===== src/rtl/fetch_pkg.sv =====
// Shared types and helpers for the instruction fetch controller.
package fetch_pkg;

  localparam int unsigned INSTR_W     = 32;
  localparam int unsigned INSTR_BYTES = 4;
  localparam int unsigned ADDR_W      = 10;

  // One fetch-queue entry: byte address plus the word read from the ROM.
  typedef struct packed {
    logic [ADDR_W-1:0]  pc;
    logic [INSTR_W-1:0] instr;
  } fetch_entry_t;

  // Clears the two low address bits so every fetch is word aligned.
  function automatic logic [ADDR_W-1:0] align4(input logic [ADDR_W-1:0] a);
    return a & ~ADDR_W'(3);
  endfunction

endpackage


===== src/rtl/fetch_fifo.sv =====
// Fetch queue: synchronous FIFO of fetch entries with a single-cycle flush.
// The head entry is read straight from the storage registers.
module fetch_fifo
  import fetch_pkg::*;
#(
  parameter int unsigned DEPTH = 4
) (
  input  logic                     clk,
  input  logic                     rst_n,
  input  logic                     flush,
  input  logic                     push,
  input  fetch_entry_t             wdata,
  input  logic                     pop,
  output fetch_entry_t             head,
  output logic [$clog2(DEPTH):0]   count
);

  localparam int unsigned PTR_W = $clog2(DEPTH);
  localparam int unsigned CNT_W = PTR_W + 1;

  fetch_entry_t     mem [DEPTH];
  logic [PTR_W-1:0] wr_ptr;
  logic [PTR_W-1:0] rd_ptr;
  logic             push_ok;
  logic             pop_ok;

  // Guard against overflow/underflow even if the caller misbehaves.
  always_comb begin
    push_ok = push && (count != CNT_W'(DEPTH));
    pop_ok  = pop && (count != '0);
  end

  // Storage, pointers and occupancy; flush empties the queue in one edge.
  always_ff @(posedge clk or negedge rst_n) begin
    if (!rst_n) begin
      for (int i = 0; i < int'(DEPTH); i++) mem[i] <= '0;
      wr_ptr <= '0;
      rd_ptr <= '0;
      count  <= '0;
    end else if (flush) begin
      wr_ptr <= '0;
      rd_ptr <= '0;
      count  <= '0;
    end else begin
      if (push_ok) begin
        mem[wr_ptr] <= wdata;
        wr_ptr      <= wr_ptr + PTR_W'(1);
      end
      if (pop_ok) rd_ptr <= rd_ptr + PTR_W'(1);
      if (push_ok && !pop_ok)      count <= count + CNT_W'(1);
      else if (pop_ok && !push_ok) count <= count - CNT_W'(1);
    end
  end

  assign head = mem[rd_ptr];

endmodule


===== src/rtl/fetch_ctrl.sv =====
// Instruction fetch controller: walks the PC through the ROM, queues each
// word and hands {pc, instr} to decode over valid/ready. Supports redirect
// and end-of-trace stop. Optional performance counters are enabled by
// defining FETCH_CTRL_PERF_EN.
module fetch_ctrl
  import fetch_pkg::*;
#(
  parameter int unsigned RESET_PC  = 0,
  parameter int unsigned TRACE_END = 48,
  parameter int unsigned FQ_DEPTH  = 4
) (
  input  logic               clk,
  input  logic               rst_n,
  output logic [ADDR_W-1:0]  rom_addr,
  input  logic [INSTR_W-1:0] rom_data,
  input  logic               redirect_valid,
  input  logic [ADDR_W-1:0]  redirect_pc,
  output logic               out_valid,
  output logic [INSTR_W-1:0] out_instr,
  output logic [ADDR_W-1:0]  out_pc,
  input  logic               out_ready,
  output logic               trace_done
`ifdef FETCH_CTRL_PERF_EN
  ,
  output logic [31:0]        perf_fetched,
  output logic [31:0]        perf_stall,
  output logic [15:0]        perf_redirects
`endif
);

  // One extra pc bit so a trace ending at the top of the ROM is representable.
  localparam int unsigned PC_W  = ADDR_W + 1;
  localparam int unsigned CNT_W = $clog2(FQ_DEPTH) + 1;
  localparam logic [PC_W-1:0] RESET_PC_V = PC_W'(RESET_PC);
  localparam logic [PC_W-1:0] END_PC     = PC_W'(TRACE_END);

  logic [PC_W-1:0]  pc;
  logic [CNT_W-1:0] count;
  logic             fetch_en_c;
  logic             pop_c;
  fetch_entry_t     push_entry;
  fetch_entry_t     head;

  // Fetch only below the trace end, into a queue not already full.
  always_comb begin
    fetch_en_c = (pc < END_PC) && (count < CNT_W'(FQ_DEPTH)) && !redirect_valid;
    pop_c      = out_valid && out_ready && !redirect_valid;
    push_entry = '{pc: pc[ADDR_W-1:0], instr: rom_data};
  end

  // PC register: redirect wins, otherwise advance one word per push.
  always_ff @(posedge clk or negedge rst_n) begin
    if (!rst_n)              pc <= RESET_PC_V;
    else if (redirect_valid) pc <= {1'b0, align4(redirect_pc)};
    else if (fetch_en_c)     pc <= pc + PC_W'(INSTR_BYTES);
  end

  fetch_fifo #(
    .DEPTH (FQ_DEPTH)
  ) u_fifo (
    .clk   (clk),
    .rst_n (rst_n),
    .flush (redirect_valid),
    .push  (fetch_en_c),
    .wdata (push_entry),
    .pop   (pop_c),
    .head  (head),
    .count (count)
  );

  // Decode-side outputs come straight from registered queue state.
  always_comb begin
    rom_addr   = pc[ADDR_W-1:0];
    out_valid  = (count != '0);
    out_pc     = head.pc;
    out_instr  = head.instr;
    trace_done = (pc >= END_PC) && (count == '0);
  end

`ifdef FETCH_CTRL_PERF_EN
  // Saturating event counters.
  always_ff @(posedge clk or negedge rst_n) begin
    if (!rst_n) begin
      perf_fetched   <= '0;
      perf_stall     <= '0;
      perf_redirects <= '0;
    end else begin
      if (fetch_en_c && (perf_fetched != '1))
        perf_fetched <= perf_fetched + 32'd1;
      if (out_valid && !out_ready && (perf_stall != '1))
        perf_stall <= perf_stall + 32'd1;
      if (redirect_valid && (perf_redirects != '1))
        perf_redirects <= perf_redirects + 16'd1;
    end
  end
`endif

endmodule


===== config.mk =====
export PLATFORM = sky130hd
export DESIGN_NAME = fetch_ctrl
export DESIGN_NICKNAME = d
export VERILOG_FILES = /design/src/rtl/fetch_pkg.sv /design/src/rtl/fetch_fifo.sv /design/src/rtl/fetch_ctrl.sv
export SDC_FILE = /design/constraint.sdc
export NUM_CORES = 1
export LEC_CHECK = 0
export ABC_CLOCK_PERIOD_IN_PS = 4450
export CORE_UTILIZATION = 49
export DETAILED_ROUTE_END_ITERATION = 10
export DONT_BUFFER_PORTS = 1
export SYNTH_ARGS = -nofsm -noshare
export SYNTH_HDL_FRONTEND = slang
export SYNTH_SLANG_ARGS = --single-unit

===== constraint.sdc =====
create_clock -name clk -period 4.45 [get_ports clk]
set_input_delay 0.2225 -clock clk [delete_from_list [all_inputs] [get_ports clk]]
set_output_delay 0.2225 -clock clk [all_outputs]
set_load 0.005 [all_outputs]

# Yosys cells after proc, flatten, opt, wreduce, memory -nomap -nowiden
# Index checks and enable logic that the tools add are counted.
# classes
reduce_logical,20
order_cmp,6
n_eq_ne,1
n_addsub,5
mux,15
bitwise_logic,3
# op_table
cell,count
$bwmux W168,1
$mux W42,3
$bmux W42 S2,1
$demux W42 S2,1
$mux W11,2
$add A11 B3 Y11 const B,1
$ge A11 B6 Y1 const B,1
$lt A11 B6 Y1 const B,1
$logic_and A1 B1 Y1,10
$mux W3,3
$mux W2,4
$ge A3 B3 Y1 const B,2
$not A2 Y3,2
$reduce_bool A2 Y1,3
$reduce_bool A3 Y1,2
$add A2 B1 Y2 const B,2
$add A3 B1 Y3 const B,1
$logic_not A1 Y1,3
$logic_not A3 Y1,1
$lt A3 B1 Y1 const B,1
$lt A3 B3 Y1 const B,1
$ne A3 B3 Y1 const B,1
$sub A3 B1 Y3 const B,1
$reduce_and A2 Y1,1
$not A1 Y1,1
# word_totals
register_bits,186
elab_cells,62
output_inout_bits,54
inputBits,46

# Longest topological paths before layout
# Gate-level depths: netlist of run 1.
# depth
depth_word,9
ltp_mapped,9
depth_no_buf,8

# Cells and area by module
# A second synthesis of run 1 with hierarchy kept.
# hier_totals
cells_unflattened,524
area_unflattened_um2,8495.6
# modules_own_cells
module,cells_per_inst,instances,seq_area_each_um2,area_per_inst_um2
fetch_fifo,467,1,4379.2,7911.3
fetch_ctrl,57,1,225.2,584.3

# Least setup slack after synthesis of run 1
# No wires, ideal clock.
# synth_path
path_kind,flip-flop to flip-flop
start,register pc[4]
end,register u_fifo.count[2]
setup_slack_ns,2.296
required_time_ns,4.368
n_path_buf,1
arrival_ns,2.072
setup_time_ns,0.082
period_less_slack_ns,2.154
stages_incl_launch_ff,10
path_cell_list,dfrtp_1 -> clkbuf_1 -> a211o_1 -> nor2_1 -> nand2_1 -> nor3_1 -> fa_1 -> nand2_1 -> or4_1 -> a31oi_1
# synth_between
elab_chain_cells,7
word_cells_on_any_way,10
cone_classes,order compare: 1; mux: 2; reduce/logical: 7
# synth_lines
element,line,text
from (decl),fetch_ctrl.sv:37,logic [PC_W-1:0] pc;
from (signal assigned),fetch_ctrl.sv:54,"else if (redirect_valid) pc <= {1'b0, align4(redirect_pc)};"
from (signal assigned),fetch_ctrl.sv:55,else if (fetch_en_c) pc <= pc + PC_W'(INSTR_BYTES);
$lt A11 B6 Y1 *,fetch_ctrl.sv:46,fetch_en_c = (pc < END_PC) && (count < CNT_W'(FQ_DEPTH)) && !redirect_valid;
$logic_and A1 B1 Y1 * (2 in a row),fetch_ctrl.sv:46,
$logic_and A1 B1 Y1 *,fetch_fifo.sv:29,push_ok = push && (count != CNT_W'(DEPTH));
$logic_and A1 B1 Y1 or $logic_not A1 Y1 (tied branches),"fetch_fifo.sv:50, fetch_fifo.sv:51",
$mux W3 or $logic_and A1 B1 Y1 (tied branches),"fetch_fifo.sv:50, fetch_fifo.sv:51",
$mux W3 or $reduce_bool A3 Y1 (tied branches),--,
to (signal assigned),fetch_fifo.sv:50,if (push_ok && !pop_ok) count <= count + CNT_W'(1);
to (signal assigned),fetch_fifo.sv:51,else if (pop_ok && !push_ok) count <= count - CNT_W'(1);
to (decl),fetch_fifo.sv:15,output logic [$clog2(DEPTH):0] count
# Mark *: on every way between the ends. The rest lies on a longest branch, timed or not.
# A chain may end at the register's enable or synchronous reset.

# Worst setup path in the final report of run 1
# layout_path
start,register pc[4]
end,register u_fifo.mem[144] (netlist name)
# layout_between
elab_chain_cells,5
# layout_lines
element,line,text
$lt A11 B6 Y1,fetch_ctrl.sv:46,
$logic_and A1 B1 Y1 (2 in a row),fetch_ctrl.sv:46,
$logic_and A1 B1 Y1,fetch_fifo.sv:29,
$reduce_and A2 Y1 (no line),--,
"to (signal, indexed assignment)",fetch_fifo.sv:46,mem[wr_ptr] <= wdata;
to (decl),fetch_fifo.sv:21,fetch_entry_t mem [DEPTH];
# Every way passes these cells.

==> results.cfg, run 1 <==
[hold_path]
hold_path.class = in -> reg
holdPathStages = 3

[setup_path]
crit_required_ns = 4.76
crit_fanout = 24
arrival_ns = 2.83
crit_path_start_kind = flip-flop
path_class = reg -> reg
crit_path_end_kind = flip-flop
reg2reg_depth = 5

[timing]
rsz0062_at_grt = no
timing.fmax_mhz = 396
min_period_ns = 2.52
fin_crit_sh_pct = 56.7
final_max_slew_viol_count = 0
holdWs_ns = 0.0239
finalSetupViolations = 0
fin_worst_skew_ns = 0.00658
worst_pin_slew_ns = 0.896
setup_tns_ns = 0
hold_viol = 0
relSlewSlack_pct = 40.3
finalWorstSetupSlack_ns = 1.93

[grt]
grt_pass1_vias = 4526
grt_max_degree = 177
grt_pass1_wl_um = 23900
antenna_found_initial = 0
grt_use_total_pct = 19.6
grt_overflow = 0

[die]
die_h_um = 128
die_w_um = 128
die-area_mm2 = 0.0163
io_pins = 100
coreArea_mm2 = 0.0153
std_cell_rows = 45
start_util_pct = 50.5

[cells_and_area]
final.fill_count = 1230
drive_above_1_share_pct = 44.2
fin_nets = 570
multiInputGateArea_mm2 = 0.00310
num_antenna_cells = 0
regArea_mm2 = 0.00441
layout_common_cells = 174 x dfrtp_1, 150 x mux2_2, 42 x dlygate4sd3_1
layout_commonest_cell = dfrtp_1
areaGrowthSynthToFinish_pct = 15.4

[detailed_routing]
viasPerCell = 5.50
vias = 4077
final_antenna_net_count = 0
wl_per_cell_um = 19.6
wl_um = 14500
drtIter0Drc = 169
first_pass_iters = 4
drc_errors = 0

[synthesis]
ys_warn_count = 0
yosysUniqueCellTypes = 32
synth_edf_count = 0
async_reset_ff_share_pct = 100
syn_inst = 489
ys_ff_latch = 176
ys.flop_type = dfrtp_1
syn_area_per_cell_um2 = 15.8
yosysSeqAreaShare_pct = 56.9
synth_area_mm2 = 0.00774

[clocking]
cts_root_buf = clkbuf_16
cts_tree = done
clk_pin_slew_ns = 0.06
clk_latency_ns = 0.42
clockBufferDepth = 2
numCtsBuffers = 17
clock_sinks = 176
h-tree-depth = 4
cts_setup_buffers = 0

[place]
portBuffers = 0
place_hpwl_um = 8410
place_ws_ns = 1.88
place.gp.congestion = 0.696

[power_and_ir_drop]
power_frac_seq_pct = 45.7
swShare_pct = 24.9
p_per_area_mw_per_mm2 = 502
p_int_uw = 3370
power.switching_uw = 1120
p_comb_share_pct = 18.4
p_leak_uw = 0.00420
power_frac_clock_pct = 35.9
ir_drop_mv = 0.276

[outcome]
status = finished, final reports clean

[job]
maxCapViolations = 0
## power by group through the flow
stage / combinational [µW] / sequential, µW / clock [µW]
global placement: 741 / 2070 / 0
floorplan: 757 / 1930 / 0
finish: 827 / 2050 / 1610
detailed placement: 763 / 2090 / 0
global route: 894 / 2100 / 1720
CTS: 842 / 2070 / 1650
## what timing repair did
item / 4_1_cts / 5_1_grt
gates resized for setup: 0 / 0
hold buffers: 43 / 0
endpoints found under the hold margin: 318 / 0
## cells by family (layout without fill, tap and decap cells)
group                    count (synthesis)  after routing  share of synthesized area, %
AND/OR/NAND/NOR                         50             50                          3.48
buffers and inverters                   49             87                          3.28
flip-flops                             176            176                          56.9
multiplexers                           192            192                          33.7
XOR/XNOR                                 6              6                         0.679
adder cells (fa/ha/maj)                  7              7                          1.23
AO/OA/AOI/OAI                            8              8                         0.663
other                                    1              4                        0.0485
## synthesized netlist by cell type (2+ instances only)
| cell | instances | area (µm²) |
|---|---|---|
| inv_1 | 7 | 26.3 |
| and2_1 | 16 | 100 |
| or3_1 | 2 | 12.5 |
| mux4_2 | 40 | 901 |
| mux2i_1 | 2 | 20.0 |
| xor2_1 | 3 | 26.3 |
| buf_1 | 4 | 15.0 |
| buf_4 | 12 | 90.1 |
| mux2_2 | 150 | 1690 |
| dfrtp_1 | 176 | 4400 |
| xnor2_1 | 3 | 26.3 |
| buf_2 | 20 | 100 |
| nand2_1 | 12 | 45.0 |
| clkbuf_1 | 6 | 22.5 |
| o21ai_0 | 3 | 15.0 |
| nor2_1 | 11 | 41.3 |
| ha_1 | 6 | 75.1 |
| nand3_1 | 2 | 10.0 |
## critical path: stages, from the launching register on
cell	delay [ns]
dfrtp_1	0.47
a211o_1	0.38
nor4_4	0.42
nand2_2	0.39
buf_4	0.40
mux2_2	0.32
## flip-flops by register name, summed over array words and instances (netlist names)
name           cells
u_fifo.rd_ptr      2
u_fifo.count       3
pc                 9
u_fifo.mem       160
u_fifo.wr_ptr      2
## metal layers
layer  GRT usage, %  part of all wire (%)  vias to the layer above
li1               -                     -                     1812
met1           25.7                    45                     2161
met2           32.1                    50                       84
met3           4.59                   3.9                       20
met4           7.34                   1.7                        0
met5              0                     0                        -
## per-stage QoR
step                      instances  cell area, µm²  power (µW)  utilization (%)
after CTS                       741            8930        4560             58.3
after detailed placement        666            7840        2860             51.2
after global placement          666            7840        2820             51.2
after global routing            741            8930        4710             58.3
final                           741            8930        4490             58.3
after floorplan                 492            7750        2690                -
## area by class of cell
cell class,count,share of cell area (%)
clock buffer,20,5.11
tap,211,2.96
inverter,7,0.294
clock inverter,12,2.10
sequential,176,49.4
timing repair buffer,48,5.43
multi-input combinational,267,34.7
## path summary, 6_finish.rpt
check,from,endpoint,slack [ns]
worst max-delay path,pc[4],u_fifo.mem[144],1.93
worst min-delay path,out_ready,u_fifo.count[2],0.02
worst max register to register,pc[4],u_fifo.mem[144],1.93
worst min register to register,u_fifo.mem[125],u_fifo.mem[125],0.48
max in group asynchronous,rst_n,u_fifo.rd_ptr[0],3.22
min in group asynchronous,rst_n,u_fifo.mem[150],0.48
Note: power is estimated with default switching activity, not from simulation.
==> inputs of run 2 (changes only) <==
- ABC_CLOCK_PERIOD_IN_PS: 4450 -> 2600
- clock period: 4.45 -> 2.6 ns (I/O delays scaled with it)
==> run 2 against run 1 <==
Net effect:
- the flow now finishes with violations (hold timing)
- via count is 0.61% lower
- final cell count is 0.81% higher
- clock power is 60% higher
- combinational power is 84% higher
- clock-buffer cell count is 4 higher
- critical path type unchanged
- fmax is 9.9% higher
- register-to-register slack worse by 1.6 ns
- global-route usage is 0.27 points higher
- critical path depth is 3 higher
==> results.cfg, run 2 (synthesized netlist as in run 1, its figures left out) <==
[cells_and_area]
multiInputGateArea_mm2 = 0.00310
final.fill_count = 1221
largestRegisters = u_fifo.mem (160), pc (9), u_fifo.count (3)
fin_nets = 579
areaGrowthSynthToFinish_pct = 15.7
layout.cells.non_filler = 747
drive_above_1_share_pct = 44.4
regMostFlops = u_fifo.mem
layout_common_cells = 174 x dfrtp_1, 150 x mux2_2, 42 x dlygate4sd3_1
largest_register_ffs = 160
num_antenna_cells = 0
layout_commonest_cell = dfrtp_1
regArea_mm2 = 0.00441

[die]
io_pins = 100
die-area_mm2 = 0.0163
die_h_um = 128
coreArea_mm2 = 0.0153
die_w_um = 128
start_util_pct = 50.5
std_cell_rows = 45

[outcome]
status = complete, but fails checks
violations = hold timing

[power_and_ir_drop]
p_per_area_mw_per_mm2 = 838
p_leak_uw = 0.00421
ir_drop_mv = 0.445

[place]
place_ws_ns = 0.350
portBuffers = 0
place.gp.congestion = 0.779
dpl.cell_count = 676
place_hpwl_um = 8850

[clocking]
cts_tree = done
cts_root_buf = clkbuf_16
clockBufferDepth = 2
hold_buffers = 42
numCtsBuffers = 17
clk_pin_slew_ns = 0.06
clock_sinks = 176
h-tree-depth = 4
cts_setup_buffers = 0
clk_latency_ns = 0.42
post_cts_resized = 0

[detailed_routing]
wl_per_cell_um = 19.6
viasPerCell = 5.42
first_pass_iters = 4
final_antenna_net_count = 0
drtIter0Drc = 170
drc_errors = 0
wl_um = 14700
vias = 4052

[timing]
holdWs_ns = -0.594
relSlewSlack_pct = 50.4
fin_crit_sh_pct = 88.3
min_period_ns = 2.29
finalWorstSetupSlack_ns = 0.305
setup_tns_ns = 0
timing.fmax_mhz = 436
rsz0062_at_grt = no
finalSetupViolations = 0
final_max_slew_viol_count = 0
fin_worst_skew_ns = 0.00761
worst_pin_slew_ns = 0.741
hold_viol = 176

[grt]
grt_pass1_wl_um = 24200
grt_max_degree = 177
grt_pass1_vias = 4479
antenna_found_initial = 0
grt_overflow = 0
grt_use_total_pct = 19.9

[setup_path]
crit_path_frequent_cell = nand2_1
r2r_end = u_fifo.count[2]
max_stage_delay_ns = 0.44
slowest_stage = or3_1
crit_required_ns = 2.94
crit_path_end_kind = flip-flop
r2r_slack_ns = 0.31
crit_fanout = 4
path_class = reg -> reg
reg2reg_depth = 8
regToRegStartpoint = pc[9]
crit_path_start_kind = flip-flop
path_cells = or3_1 > nor2_1 > nand2_1 > nor3_1 > fa_1 > nand2_1 > or4_1 > a31oi_1
arrival_ns = 2.64

[job]
maxCapViolations = 0

[hold_path]
hold_path.class = in -> async
[run 2: changes by cell type in the layout (fill, tap and decap cells not counted)]
cell        previous run  this run
buf_12                 0         2
buf_16                 1         0
clkbuf_8               2         4
clkbuf_1               1         3
clkinv_2               6         1
buf_4                  5        13
clkinvlp_4             1         0
clkinv_4               0         1
bufinv_16              5         3
[run 2: how the worst max path moves through the flow]
stage                               start              end  slack (ns)  cells past startpoint
after floorplan                     pc[4]  u_fifo.count[2]        0.45                      9
after global placement              pc[9]  u_fifo.count[2]        0.39                      8
after detailed placement            pc[9]  u_fifo.count[2]        0.35                      8
after CTS                           pc[9]  u_fifo.count[2]        0.32                      8
after global routing      u_fifo.count[0]  u_fifo.count[2]        0.15                      8
final                               pc[9]  u_fifo.count[2]        0.31                      8
[run 2: through the flow]
| step | util (%) | power [µW] | instance area, µm² |
|---|---|---|---|
| 4_1_cts | 58.5 | 7620 | 8960 |
| 3_5_place_dp | 51.8 | 4940 | 7940 |
| 6_report | 58.5 | 7510 | 8960 |
| 5_1_grt | 58.5 | 7870 | 8960 |
| 2_1_floorplan | - | 4610 | 7750 |
| 3_3_place_gp | 51.8 | 4870 | 7940 |
[run 2: metal layers]
metal  GRT usage, %  routed length [µm]  vias to the layer above  part of all wire, %
met4           7.27                 213                        0                  1.5
met5              0                   0                        -                    0
li1               -                   -                     1823                    -
met2           32.7                7240                       77                   49
met1           26.1                6580                     2135                   45
met3           4.63                 617                       17                  4.2
[run 2: final cells by class]
cell class                      count  area share, %
Clock buffer                       24           5.49
Clock inverter                      5           1.16
Inverter                            7          0.293
Multi-Input combinational cell    267           34.6
Sequential cell                   176           49.2
Tap cell                          211           2.95
Timing Repair Buffer               57           6.23
[run 2: worst max-delay path, delay by kind of cell, from the launching register on]
kind,cells,cell delay [ns]
and+or+nand+nor,6,1.41
DFF,1,0.41
adders and majority gates,1,0.24
AOI/OAI and AO/OA,1,0.17
[run 2: power by group]
part	internal [µW]	switching, µW
Clock	1600	984
Sequential	3140	274
Combinational	922	594
Total	5660	1850
==> inputs of run 3 (changes only) <==
- ABC_AREA: not set -> 1
==> run 3 against run 2 <==
Net effect:
- the run still ends with hold timing left
- global-route usage rose by 3.2 points
- core utilization down 2.3 points
- fmax up 9.2%
- synthesized area up 2.8%
- largest cell class unchanged
==> results.cfg, run 3 <==
[setup_path]
r2r_slack_ns = 0.64
worstSetupPathDepth = 4
path_cells = inv_2 > buf_4 > o21ai_0 > o22ai_1
max_stage_delay_ns = 0.51
regToRegStartpoint = pc[5]
arrival_ns = 1.97
slowest_stage = dfrtp_2
cp_num_buf_inv = 2
crit_path_end_kind = primary output
crit_fanout = 51
crit_family = buffers and inverters
path_class = reg -> out
crit_required_ns = 2.47
reg2reg_depth = 9
crit_path_start_kind = flip-flop
r2r_end = u_fifo.mem[76]

[power_and_ir_drop]
swShare_pct = 31.0
ir_drop_mv = 0.485
p_leak_uw = 0.00438
finalPower_uw = 7580
power_frac_clock_pct = 33.6
power.switching_uw = 2350
p_int_uw = 5230
power_frac_seq_pct = 44.0
p_per_area_mw_per_mm2 = 849
p_comb_share_pct = 22.4

[die]
die_w_um = 129
die-area_mm2 = 0.0168
std_cell_rows = 46
coreArea_mm2 = 0.0159
start_util_pct = 50.1
io_pins = 100
die_h_um = 129

[job]
maxCapViolations = 0

[timing]
rsz0062_at_grt = no
min_period_ns = 2.10
timing.fmax_mhz = 476
fin_worst_skew_ns = 0.00634
holdWs_ns = -0.600
hold_viol = 176
final_max_slew_viol_count = 0
worst_pin_slew_ns = 0.547
relSlewSlack_pct = 63.5
fin_crit_sh_pct = 80.9
finalWorstSetupSlack_ns = 0.498
finalSetupViolations = 0
setup_tns_ns = 0

[cells_and_area]
drive_above_1_share_pct = 7.72
num_antenna_cells = 0
areaGrowthSynthToFinish_pct = 12.1
regMostFlops = u_fifo.mem
largest_register_ffs = 160
fin_area_mm2 = 0.00892
largestRegisters = u_fifo.mem (160), pc (9), u_fifo.count (3)
layout_commonest_cell = nand2_1
fin_nets = 960
layout_common_cells = 191 x nand2_1, 175 x dfrtp_1, 109 x o21ai_0
final.fill_count = 1444

[synthesis]
synth_top_family_by_area = compound AO/OA/AOI/OAI gates
synth_most_common_cell = nand2_1
async_reset_ff_share_pct = 100
syn_area_per_cell_um2 = 8.82
synth_area_mm2 = 0.00796
synth-simple-area-share_pct = 15.0
synthXorXnorAreaFrac_pct = 0.220
yosysUniqueCellTypes = 33
synth-compound-area-share_pct = 19.0
syn_inst = 902
synth_edf_count = 0
synthAdderAreaFrac_pct = 1.20
synthMuxAreaShare_pct = 0
ys.flop_type = dfrtp_1
yosys-top-cells-area = dfrtp_1 55%, nand2_1 9.0%, o21ai_0 6.9%, o21ai_1 6.5%, nor2_1 4.3%
ys_warn_count = 0
yosysTopAreaCellShare_pct = 55.4
yosysSeqAreaShare_pct = 55.4
ys_ff_latch = 176
synth_top_area_cell = dfrtp_1
synth_common_cells = 191 x nand2_1, 176 x dfrtp_1, 109 x o21ai_0, 104 x o21ai_1, 92 x nor2_1

[clocking]
clk_latency_ns = 0.42
clk_pin_slew_ns = 0.06
clockBufferDepth = 2
cts_setup_buffers = 0
post_cts_resized = 0
h-tree-depth = 4
cts_tree = done
clock_sinks = 176
numCtsBuffers = 17
hold_buffers = 42
cts_root_buf = clkbuf_16

[place]
place_hpwl_um = 10500
place_area_mm2 = 0.00791
portBuffers = 0
place_ws_ns = 0.663
place.gp.congestion = 0.729

[detailed_routing]
drtIter0Drc = 483
viasPerCell = 5.34
wl_per_cell_um = 15.9
first_pass_iters = 5
drc_errors = 0
final_antenna_net_count = 0
wl_um = 18100
vias = 6071

[outcome]
violations = hold timing
status = complete, but fails checks

[hold_path]
hold_path.class = in -> async

[grt]
grt_overflow = 0
grt_pass1_vias = 5842
grt_pass1_wl_um = 29600
grt_use_total_pct = 23.1
antenna_found_initial = 0
grt_max_degree = 177
-- run 3: per-stage QoR --
stage          cells  util (%)
6_report        1136      56.2
5_1_grt         1136      56.2
4_1_cts         1136      56.2
3_5_place_dp    1062      49.8
3_3_place_gp    1062      49.8
2_1_floorplan    905         -
-- run 3: cell families (layout without fill, tap and decap cells) --
family / count (synthesis) / count (layout)
buffers and inverters: 139 / 154
AND/OR/NAND/NOR: 299 / 299
adder cells (fa/ha/maj): 7 / 7
flip-flops: 176 / 176
other: 1 / 4
AO/OA/AOI/OAI: 278 / 278
XOR/XNOR: 2 / 2
-- run 3: how the worst max path moves through the flow --
| stage | slack [ns] | end | startpoint |
|---|---|---|---|
| 6_report | 0.50 | out_pc[3] | u_fifo.rd_ptr[0] |
| 5_1_grt | 0.35 | out_pc[3] | u_fifo.rd_ptr[0] |
| 4_1_cts | 0.49 | out_pc[3] | u_fifo.rd_ptr[0] |
| 3_5_place_dp | 0.66 | u_fifo.mem[77] | pc[5] |
| 3_3_place_gp | 0.71 | u_fifo.mem[34] | pc[4] |
| 2_1_floorplan | 0.98 | u_fifo.count[1] | u_fifo.count[2] |
-- run 3: power groups by stage --
stage          clock (µW)  sequential [µW]  combinational, µW
2_1_floorplan           0             3300               1320
3_3_place_gp            0             3350               1620
3_5_place_dp            0             3370               1670
4_1_cts              2610             3320               1720
5_1_grt              2720             3370               1950
6_report             2550             3330               1700
-- run 3: final cells by class --
type | instances | area (µm²) | area share (%)
clock inverter | 9 | 106 | 1.19
sequential | 176 | 4410 | 49.4
tap | 216 | 270 | 3.03
multi-input combinational | 590 | 2830 | 31.7
clock buffer | 23 | 488 | 5.47
timing repair buffer | 53 | 553 | 6.20
inverter | 69 | 267 | 2.99
-- run 3: worst reg2reg max path, delay by kind of cell, from the launching register on --
kind,cells,cell delay (ns)
AOI/OAI and AO/OA,1,0.08
buffers and inverters,2,0.43
DFF,1,0.46
and+or+nand+nor,6,0.86
-- run 3: metal layers --
metal	up-vias	wire length, µm	track usage (%)
li1	2953	-	-
met5	-	0	0
met1	2938	8230	30.8
met3	17	978	4.87
met4	0	186	8.00
met2	163	8670	37.7
